--- config.mk ---
export PLATFORM = sky130hd
export DESIGN_NAME = ntsc_pattern_sequencer
export DESIGN_NICKNAME = d
export VERILOG_FILES = /design/src/rtl/ntsc_pkg.sv /design/src/rtl/ntsc_frame_detect.sv /design/src/rtl/ntsc_pattern_sequencer.sv
export SDC_FILE = /design/constraint.sdc
export NUM_CORES = 1
export LEC_CHECK = 0
export BUFFER_PORTS_ARGS = -buffer_cell sky130_fd_sc_hd__buf_2
export CORE_MARGIN = 3
export CORE_UTILIZATION = 25
export CTS_CLUSTER_DIAMETER = 40
export DETAILED_ROUTE_END_ITERATION = 12
export PLACE_DENSITY = 0.46
export SLEW_MARGIN = 20
export SYNTH_ARGS = -nofsm -noshare
export SYNTH_HDL_FRONTEND = slang
export SYNTH_HIERARCHICAL = 1
export SYNTH_SLANG_ARGS = --single-unit
--- constraint.sdc ---
create_clock -name clk -period 2.5 [get_ports clk]
set_input_delay 0.25 -clock clk [delete_from_list [all_inputs] [get_ports clk]]
set_output_delay 0.25 -clock clk [all_outputs]
set_load 0.01 [all_outputs]
--- src/rtl/ntsc_pkg.sv ---
`default_nettype none
// ============================================================================
// ntsc_pkg
// Shared types and constants for the NTSC test-pattern sequencer.
// Revision: 1.0 - initial release
// ============================================================================
package ntsc_pkg;

    // Display modes, stepped cyclically at frame boundaries
    typedef enum logic [2:0] {
        MODE_COMPOSITE = 3'd0,
        MODE_FONT      = 3'd1,
        MODE_PALETTE   = 3'd2,
        MODE_BARS      = 3'd3,
        MODE_BLACK     = 3'd4
    } mode_t;

    localparam logic [7:0] RGB_BLACK = 8'h00;

    // Successor mode; unreachable codes recover to COMPOSITE
    function automatic mode_t next_mode(input mode_t m);
        mode_t n;
        case (m)
            MODE_COMPOSITE: n = MODE_FONT;
            MODE_FONT:      n = MODE_PALETTE;
            MODE_PALETTE:   n = MODE_BARS;
            MODE_BARS:      n = MODE_BLACK;
            default:        n = MODE_COMPOSITE;
        endcase
        return n;
    endfunction

endpackage
`default_nettype wire

--- src/rtl/ntsc_frame_detect.sv ---
`default_nettype none
// ============================================================================
// ntsc_frame_detect
// Detects the frame boundary (y returns to 0) and produces a registered
// one-cycle frame_tick in the cycle after the boundary.
// Revision: 1.0 - initial release
// ============================================================================
module ntsc_frame_detect (
    input  logic       clk,
    input  logic       rst_n,
    input  logic [8:0] y,
    output logic       boundary,
    output logic       frame_tick
);

    logic [8:0] y_prev;

    // y_prev resets to a non-zero value so the first y==0 after reset counts
    assign boundary = (y == 9'd0) && (y_prev != 9'd0);

    // Previous-line register and registered boundary pulse
    always_ff @(posedge clk or negedge rst_n) begin
        if (!rst_n) begin
            y_prev     <= 9'h1FF;
            frame_tick <= 1'b0;
        end else begin
            y_prev     <= y;
            frame_tick <= boundary;
        end
    end

endmodule
`default_nettype wire

--- src/rtl/ntsc_pattern_sequencer.sv ---
`default_nettype none
// ============================================================================
// ntsc_pattern_sequencer
// Band-based priority selection of font / palette / colour-bar sources with
// frame-synchronous mode stepping (timed auto mode or manual advance).
// Revision: 1.0 - initial release
// ============================================================================
module ntsc_pattern_sequencer
    import ntsc_pkg::*;
#(
    parameter int         FRAMES_PER_MODE = 120,
    parameter logic [8:0] PAL_START_Y     = 9'd80,
    parameter logic [8:0] BARS_START_Y    = 9'd224
) (
    input  logic       clk,
    input  logic       rst_n,
    input  logic [9:0] x,
    input  logic [8:0] y,
    input  logic       active_video,
    input  logic [7:0] rgb_font,
    input  logic [7:0] rgb_pal,
    input  logic [7:0] rgb_bars,
    input  logic       auto_en,
    input  logic       advance,
    output logic [7:0] rgb,
    output logic [2:0] mode,
    output logic       frame_tick
);

    localparam logic [7:0] LAST_FRAME = 8'(FRAMES_PER_MODE - 1);

    mode_t      mode_q;
    mode_t      mode_d;
    logic [7:0] frame_cnt;
    logic [7:0] frame_cnt_d;
    logic       pending;
    logic       pending_d;
    logic       boundary;
    logic       auto_step;
    logic       step;
    logic       pix_enable;
    logic [7:0] pix_sel;

    ntsc_frame_detect u_frame_detect (
        .clk        (clk),
        .rst_n      (rst_n),
        .y          (y),
        .boundary   (boundary),
        .frame_tick (frame_tick)
    );

    // x only travels alongside the pixel for alignment; the reduction keeps
    // it referenced while always evaluating true
    assign pix_enable = active_video & (|{x, 1'b1});

    assign mode = mode_q;

    // Mode, counter and pending-request registers
    always_ff @(posedge clk or negedge rst_n) begin
        if (!rst_n) begin
            mode_q    <= MODE_COMPOSITE;
            frame_cnt <= 8'd0;
            pending   <= 1'b0;
        end else begin
            mode_q    <= mode_d;
            frame_cnt <= frame_cnt_d;
            pending   <= pending_d;
        end
    end

    // Next-state: a boundary consumes any pending/same-cycle request and the
    // auto step together, yielding at most one mode step
    always_comb begin
        auto_step   = 1'b0;
        step        = 1'b0;
        mode_d      = mode_q;
        pending_d   = pending;
        frame_cnt_d = frame_cnt;

        auto_step = boundary && auto_en && (frame_cnt == LAST_FRAME);
        step      = boundary && (pending || advance || auto_step);

        if (step) begin
            mode_d = next_mode(mode_q);
        end

        if (boundary) begin
            pending_d = 1'b0;
        end else if (advance) begin
            pending_d = 1'b1;
        end

        if (!auto_en || step) begin
            frame_cnt_d = 8'd0;
        end else if (boundary) begin
            frame_cnt_d = frame_cnt + 8'd1;
        end
    end

    // Source selection by mode and vertical band, blanked outside video
    always_comb begin
        pix_sel = RGB_BLACK;
        case (mode_q)
            MODE_COMPOSITE: begin
                if (y < PAL_START_Y) begin
                    pix_sel = rgb_font;
                end else if (y < BARS_START_Y) begin
                    pix_sel = rgb_pal;
                end else begin
                    pix_sel = rgb_bars;
                end
            end
            MODE_FONT:    pix_sel = rgb_font;
            MODE_PALETTE: pix_sel = rgb_pal;
            MODE_BARS:    pix_sel = rgb_bars;
            default:      pix_sel = RGB_BLACK;
        endcase
        if (!pix_enable) begin
            pix_sel = RGB_BLACK;
        end
    end

    // Registered pixel output, one cycle behind the inputs
    always_ff @(posedge clk or negedge rst_n) begin
        if (!rst_n) begin
            rgb <= RGB_BLACK;
        end else begin
            rgb <= pix_sel;
        end
    end

endmodule
`default_nettype wire

==> impl.org, run 1 <==
** Power and ir drop
- Of the total power, the share spent switching nets is 0.2401.
- Dividing total power by cell area gives a power density of 571.0 nW/um^2.
- Of the total power, the clock network draws 0.414.
- Pint :: 884.4 uW
- For this design the static power due to leakage is 0.0009485 uW.
- Total power after layout :: 1164 uW
- Combinational group share of total power :: 0.139
- Worst IR Drop VDD :: 0.3247 mV
- Share of power burned in registers :: 0.448
- Reported net switching power :: 279.5 uW

** Finish
- Area Overhead vs Synth :: 27.97%
- Once layout is done, the placed cells without fillers occupy 2038 um^2.
- The count of cells in the finished layout, fillers not included, comes to 265.
- Antenna diode count :: 0
- In the final design database the tool counted 238 nets.
- Share of post-route cells with drive strength above 1 :: 0.5316

** Timing
- Fin Setup TNS :: 0 ns
- Fmax :: 0.5208 GHz
- Worst hold slack after final layout :: 0.006508 ns
- The max-slew violation total from the final report is 0.
- Slew at the pin closest to its max-slew limit :: 0.6715 ns
- Setup repair after global routing left no endpoint under its margin.
- Setup violations remaining at the end of the flow were counted as 0.
- For the final database, setup skew stands at 0.005106 ns.
- The number of hold violations in the final report is 0.
- Measured against its own limit, the worst slew margin works out to 0.5524.
- Period utilization :: 0.7680
- Post-layout minimum cycle time :: 1.920 ns

** Worst setup path
- Data arrival at the endpoint of the critical path :: 2.13 ns
- The worst register-to-register path begins at mode[0].
- Top fanout value on the critical path :: 14
- CP startpoint kind :: flop
- The worst setup path is captured at a flop.
- The setup path with the least slack is of type flop to flop.
- The worst register-to-register path has a depth of 4.
- Required arrival time at the worst endpoint :: 2.71 ns
- The worst register-to-register path has a setup slack of 0.58 ns.
- Reg-to-Reg End :: rgb[4]

** Floorplan
- The die is 85.82 um wide.
- Starting Density :: 0.2628
- During I/O placement, the number of pins put on the boundary was 60.
- The floorplan has 28 rows.
- Vertical die dimension :: 85.82 um
- The floorplan step defined a die boundary enclosing 7365 um^2.
- In this run the standard cell core region covers 6061 um^2.

** Clocking
- Maximum root-to-sink buffer count :: 2
- Counting the buffers created by CTS gives 5.
- Clock tree from TritonCTS :: yes
- Clock latency on the worst-skew pair, taken at its later pin, is 0.28 ns.
- In this run the number of H-tree levels came out at 2.
- In this run, post-CTS repair resized a total of 0 instances.
- The tree is rooted in a sky130_fd_sc_hd__clkbuf_8.
- Post-CTS Hold Fix Bufs :: 0
- Clk sink count :: 30
- Number of buffers inserted to repair setup after CTS :: 0
- Clock-pin slew was measured on the worst setup and hold paths at 0.07 ns.

** Routing
- After detailed routing, the number of vias per cell comes to 4.755.
- Detailed Routing Iterations Pass 1 :: 4
- Dividing the detail-routed wire length by the instance count gives 14.62 um.
- For this block, the routed nets add up to 3873 um of wire.
- After the first detailed-routing iteration, the DRC count stood at 35.
- Antenna-violating nets left :: 0
- DRC violations left :: 0
- Vias post-DR :: 1260

** Placed design
- HPWL after detailed placement :: 2847 um
- Post-place instance area :: 1929 um^2
- Post-Place Cells :: 257
- GPL Wtd Cong :: 0.7210
- Input/output buffers :: 49

** Synth
- Fraction of synthesized cell area taken by the top area cell type :: 0.3299
- Synth warnings :: 6
- Share of synthesized flip-flops with an asynchronous set or reset :: 1.000
- Commonest cells in the synthesized netlist :: sky130_fd_sc_hd__dfrtp_1, sky130_fd_sc_hd__mux2_2, sky130_fd_sc_hd__nor2_1, sky130_fd_sc_hd__dfstp_2
- Counting every instance in the synthesized netlist gives 136.
- The number of nets in the synthesized netlist is 185.
- Sorting the synthesized cells by area gives the leading types as sky130_fd_sc_hd__dfrtp_1, sky130_fd_sc_hd__dfstp_2, sky130_fd_sc_hd__mux2_2, sky130_fd_sc_hd__a221oi_1, sky130_fd_sc_hd__a22o_1.
- Synthesis instantiated 35 different standard cells from the library.
- Dominant cell type by area after synthesis :: sky130_fd_sc_hd__dfrtp_1
- Post-synth EDFFs :: 0
- Most frequently used cell type in the post-synthesis netlist :: sky130_fd_sc_hd__dfrtp_1
- Sequential-to-total area share from yosys stat :: 0.4784
- Summing every instance area after synthesis gives 1593 um^2.
- Post-Syn Area per Cell :: 11.71 um^2
- Flops & latches, synth :: 30
- Main flop type after synthesis :: sky130_fd_sc_hd__dfrtp_1

** Flow run
- Number of max-cap violations :: 0

** Min path
- Classification of the worst-slack hold path :: primary input to asynchronous set/reset pin

** Outcome
- Run status :: complete, no violations

** Global routing
- Total Routing Usage GR :: 0.1077
- Pin count of the biggest net entering global routing :: 31
- Via count of the first global-routing pass :: 1231
- Initial antenna violation count :: 0
- Residual overflow from global routing :: 0
- The first global-routing pass estimated 6127 um of wire.
[metal layers]
metal,share of wire,global-route usage
met5,0,0
met4,0.0075,0.03885
met3,0.057,0.03554
met2,0.49,0.1645
met1,0.45,0.1421
[worst max-delay path: stages (launching register included)]
cell                       delay (ns)
sky130_fd_sc_hd__dfrtp_1         0.58
sky130_fd_sc_hd__or3_1           0.49
sky130_fd_sc_hd__nor4b_4         0.48
sky130_fd_sc_hd__a221oi_1        0.17
sky130_fd_sc_hd__nor2_1          0.12
[logic make-up after synthesis]
logic type	synth area share
adder cells (fa/ha/maj)	0.007854
XOR/XNOR	0.03849
flip-flops	0.4784
AO/OA/AOI/OAI	0.1390
buffers and inverters	0.01571
multiplexers	0.1225
AND/OR/NAND/NOR	0.1980
[cell type report]
type                            count  area [um^2]
Fill cell                         625         4023
Multi-Input combinational cell    100        805.8
Sequential cell                    30        762.0
Timing Repair Buffer               52        267.8
Tap cell                           75        93.84
Clock buffer                        5        68.82
Clock inverter                      3        40.04
[cells in the final DEF, fill, tap and decap left out, types with 2 or more instances in the layout]
cell type and count:
sky130_fd_sc_hd__o21ai_0 2, sky130_fd_sc_hd__xnor2_1 3, sky130_fd_sc_hd__buf_4 3, sky130_fd_sc_hd__a221oi_1 8, sky130_fd_sc_hd__xor2_1 4, sky130_fd_sc_hd__nand4_1 3
sky130_fd_sc_hd__nand3_1 2, sky130_fd_sc_hd__dfrtp_1 21, sky130_fd_sc_hd__mux2_2 16, sky130_fd_sc_hd__nor4b_1 3, sky130_fd_sc_hd__nand2b_1 3, sky130_fd_sc_hd__nor2b_1 3
sky130_fd_sc_hd__nor2_1 14, sky130_fd_sc_hd__clkinv_2 2, sky130_fd_sc_hd__nor3_1 2, sky130_fd_sc_hd__nand2_1 6, sky130_fd_sc_hd__and3_2 8, sky130_fd_sc_hd__buf_2 49
sky130_fd_sc_hd__clkbuf_8 5, sky130_fd_sc_hd__dfstp_2 9, sky130_fd_sc_hd__a22o_1 8
[state kept, by name, indices dropped and copies added, names as in the netlist]
register,count
pending,1
rgb,8
frame_cnt,8
mode,3
u_frame_detect/y_prev,9
u_frame_detect/frame_tick,1
[per-stage QoR]
step | worst slack, ns | utilization
after detailed placement | 0.5470 | 0.3183
final | 0.5800 | 0.3363
after global routing | 0.4290 | 0.3363
after global placement | 0.5501 | 0.3183
after floorplan | 0.6985 | -
after CTS | 0.5663 | 0.3363
[power groups by stage]
| stage | combinational, uW | sequential [uW] | clock [uW] |
|---|---|---|---|
| 2_1_floorplan | 82.7 | 530 | 0 |
| 6_report | 161 | 521 | 481 |
| 5_1_grt | 180 | 523 | 523 |
| 3_5_place_dp | 164 | 530 | 0 |
| 3_3_place_gp | 164 | 530 | 0 |
| 4_1_cts | 165 | 521 | 495 |
[worst max-delay path by stage]
stage / slack (ns) / cells past startpoint / end / from
final: 0.58 / 4 / rgb[4] / mode[0]
after global placement: 0.55 / 8 / frame_cnt[7] / y[8]
after global routing: 0.43 / 4 / rgb[4] / mode[0]
after CTS: 0.57 / 4 / rgb[4] / mode[0]
after floorplan: 0.70 / 8 / frame_cnt[5] / y[5]
after detailed placement: 0.55 / 8 / frame_cnt[7] / y[8]
Power figures use the tool's default switching activity.
==> inputs of run 2 (changes only) <==
==> constraint.sdc (replaced) <==
create_clock -name clk -period 1.85 [get_ports clk]
set_input_delay 0.185 -clock clk [delete_from_list [all_inputs] [get_ports clk]]
set_output_delay 0.185 -clock clk [all_outputs]
set_load 0.01 [all_outputs]
==> run 2 against run 1 <==
  * Sequential share of layout area decreased by 2.7 points
  * Critical path depth increased by 2
  * Combinational power up 53%
  * Global-route usage grew 0.63 points
  * Clock-buffer cell count rose by 2
  * Clock skew grew 0.00065 ns
  * Critical path type unchanged
==> impl.org, run 2 (synthesis results as in run 1) <==
** Power and ir drop
- Switching share of total power :: 0.2450
- VDD sags by at most 0.4244 mV.
- The internal portion of the total power is 1119 uW.
- Combinational group share of total power :: 0.166
- The share of total power dissipated in the clock network is 0.362.
- Total power after layout :: 1482 uW
- The analysis attributes to cell leakage a power of 0.001044 uW.
- Reported net switching power :: 363.2 uW
- Power density of the placed cells :: 675.5 nW/um^2
- Share of power burned in registers :: 0.471

** Worst setup path
- STA classifies the critical path startpoint as a flop.
- The critical path runs through a total of 6 cells.
- The critical path goes through nor3_1 -> a31oi_1 -> nor2b_2 -> nor4b_1 -> xor2_1 -> and3_2.
- At the worst endpoint, the arrival time is 1.91 ns.
- Together, buffers and inverters on the worst path number 0.
- Element type at the critical path end :: flop
- Worst reg2reg path depth :: 6
- By startpoint and endpoint, the worst setup path is classified as flop to flop.
- Worst path top cell family by delay :: simple AND/OR/NAND/NOR gates
- Required arrival time at the worst endpoint :: 2.02 ns
- Crit path max-delay cell type :: sky130_fd_sc_hd__dfstp_2
- Along the worst path, the maximum fanout reaches 4.
- For this run, the slowest stage of the critical path takes 0.52 ns.
- Worst reg2reg setup slack :: 0.11 ns

** Finish
- Summing all multi-input logic gate instances after layout gives 814.5 um^2.
- Area Overhead vs Synth :: 37.78%
- Sequential standard cell area :: 762.0 um^2
- In the final design database the tool counted 259 nets.
- Counting flops per register, the top entry is u_frame_detect/y_prev.
- Fill cells :: 650
- Leading cell type in the layout, fill and taps excluded :: sky130_fd_sc_hd__buf_2
- Top library cells by usage in the layout, fill and taps aside :: sky130_fd_sc_hd__buf_2, sky130_fd_sc_hd__dfrtp_1, sky130_fd_sc_hd__buf_4
- Number of flip-flops in the largest register :: 9
- In the final layout, the share of cells above drive strength 1 is 0.5687.
- Antenna diode count :: 0
- The largest registers in the layout are u_frame_detect/y_prev x9, frame_cnt x8, rgb x8.

** Clocking
- TritonCTS built the clock tree.
- In this run the deepest clock path goes through 2 buffers.
- Clk sink count :: 30
- TritonCTS created 5 clock buffers.
- Clock transition at path regs :: 0.06 ns
- The clock reaches the later pin of the worst-skew pair after 0.28 ns.
- CTS Root Buffer Type :: sky130_fd_sc_hd__clkbuf_8
- Total number of H-tree levels :: 2

** Routing
- Routed wire length per instance :: 13.89 um
- For this block, the initial DRC count from the detailed router was 82.
- In this run the remaining antenna-violating nets after routing total 0.
- The first TritonRoute pass finished after 4 iterations.
- Average via count per standard cell :: 4.633
- The detailed router placed 1325 vias in this run.
- In the routed design, unresolved DRC markers number 0.
- WL final :: 3973 um

** Placed design
- GPL Wtd Cong :: 0.7236
- After legalization and detailed placement, the total HPWL measured 2950 um.
- Dpl ws :: -0.01339 ns
- Input/output buffers :: 49

** Timing
- Worst hold slack after final layout :: 0.01483 ns
- Fin Setup TNS :: 0 ns
- Of the available clock period, the critical path in the final layout requires 0.9402.
- Final setup skew :: 0.005759 ns
- Max transition margin :: 0.5573
- Final setup viols :: 0
- Slew at the pin closest to its max-slew limit :: 0.6641 ns
- Final count of pins violating max slew :: 0
- Final Hold Violating Endpoints :: 0
- Fmax :: 0.5749 GHz
- Final setup slack of the worst path :: 0.1106 ns
- Setup repair after global routing left no endpoint under its margin.
- The clock period could shrink to 1.739 ns.

** Outcome
- Run status :: complete, no violations

** Floorplan
- From left edge to right edge, the die measures 85.82 um.
- Standard-cell rows :: 28
- DIE AREA :: 7365 um^2
- Starting Density :: 0.2628
- Vertical die dimension :: 85.82 um
- Number of ports placed on the die boundary :: 60
- Core area :: 6061 um^2

** Global routing
- Pin count of the biggest net entering global routing :: 31
- For this run, global-route usage on met3 was measured as 0.03170.
- Initial antenna violation count :: 0
- For met2 alone, demand over resource in global routing was 0.1723.
- Total Routing Usage GR :: 0.1140
- Via count of the first global-routing pass :: 1355
- Layer carrying the most global-route usage :: met2
- GR Util met1 :: 0.1488
- The first global-routing pass estimated 6555 um of wire.
- For this run the aggregate overflow at the end of global routing stands at 0.

** Flow run
- Number of max-cap violations :: 0

** Min path
- The worst hold path belongs to the class primary input to flop.
- Counting instances, the worst hold path has a depth of 1.
==> run 2: path summary, 6_finish.rpt <==
check	startpoint	end
max	u_frame_detect/y_prev[0]	frame_cnt[5]
min	y[1]	u_frame_detect/y_prev[1]
max reg2reg	u_frame_detect/y_prev[0]	frame_cnt[5]
min reg2reg	pending	pending
max in group asynchronous	rst_n	frame_cnt[1]
min in group asynchronous	rst_n	u_frame_detect/frame_tick
==> run 2: power groups by stage <==
stage | Clock [uW] | Combinational, uW | Sequential, uW
after CTS | 556 | 248 | 699
final | 537 | 247 | 699
after global placement | 0 | 244 | 711
after global routing | 589 | 275 | 702
after detailed placement | 0 | 245 | 710
after floorplan | 0 | 112 | 716
==> run 2: metrics by stage <==
stage,instance area (um^2),utilization,std cells
6_report,2195,0.3621,286
3_3_place_gp,2042,0.3369,272
3_5_place_dp,2042,0.3369,272
2_1_floorplan,1593,-,136
5_1_grt,2195,0.3621,286
4_1_cts,2143,0.3536,281
==> run 2: timing repair <==
action                                  CTS  global route
buffers inserted                          0             3
endpoints found under the setup margin    0             5
gates resized for setup                   0             2
hold buffers                              1             2
endpoints found under the hold margin    21             2
==> run 2: final cells by class <==
| type | count | share of cell area |
|---|---|---|
| Clock buffer | 7 | 0.03934 |
| Clock inverter | 1 | 0.002281 |
| Multi-Input combinational cell | 100 | 0.3712 |
| Sequential cell | 30 | 0.3472 |
| Tap cell | 75 | 0.04276 |
| Timing Repair Buffer | 73 | 0.1973 |
==> run 2: layer usage <==
| metal | routed length (um) | share of wire | vias up |
|---|---|---|---|
| li1 | - | - | 658 |
| met1 | 1782 | 0.45 | 630 |
| met2 | 1881 | 0.47 | 29 |
| met3 | 218 | 0.055 | 8 |
| met4 | 91 | 0.023 | 0 |
| met5 | 0 | 0 | - |
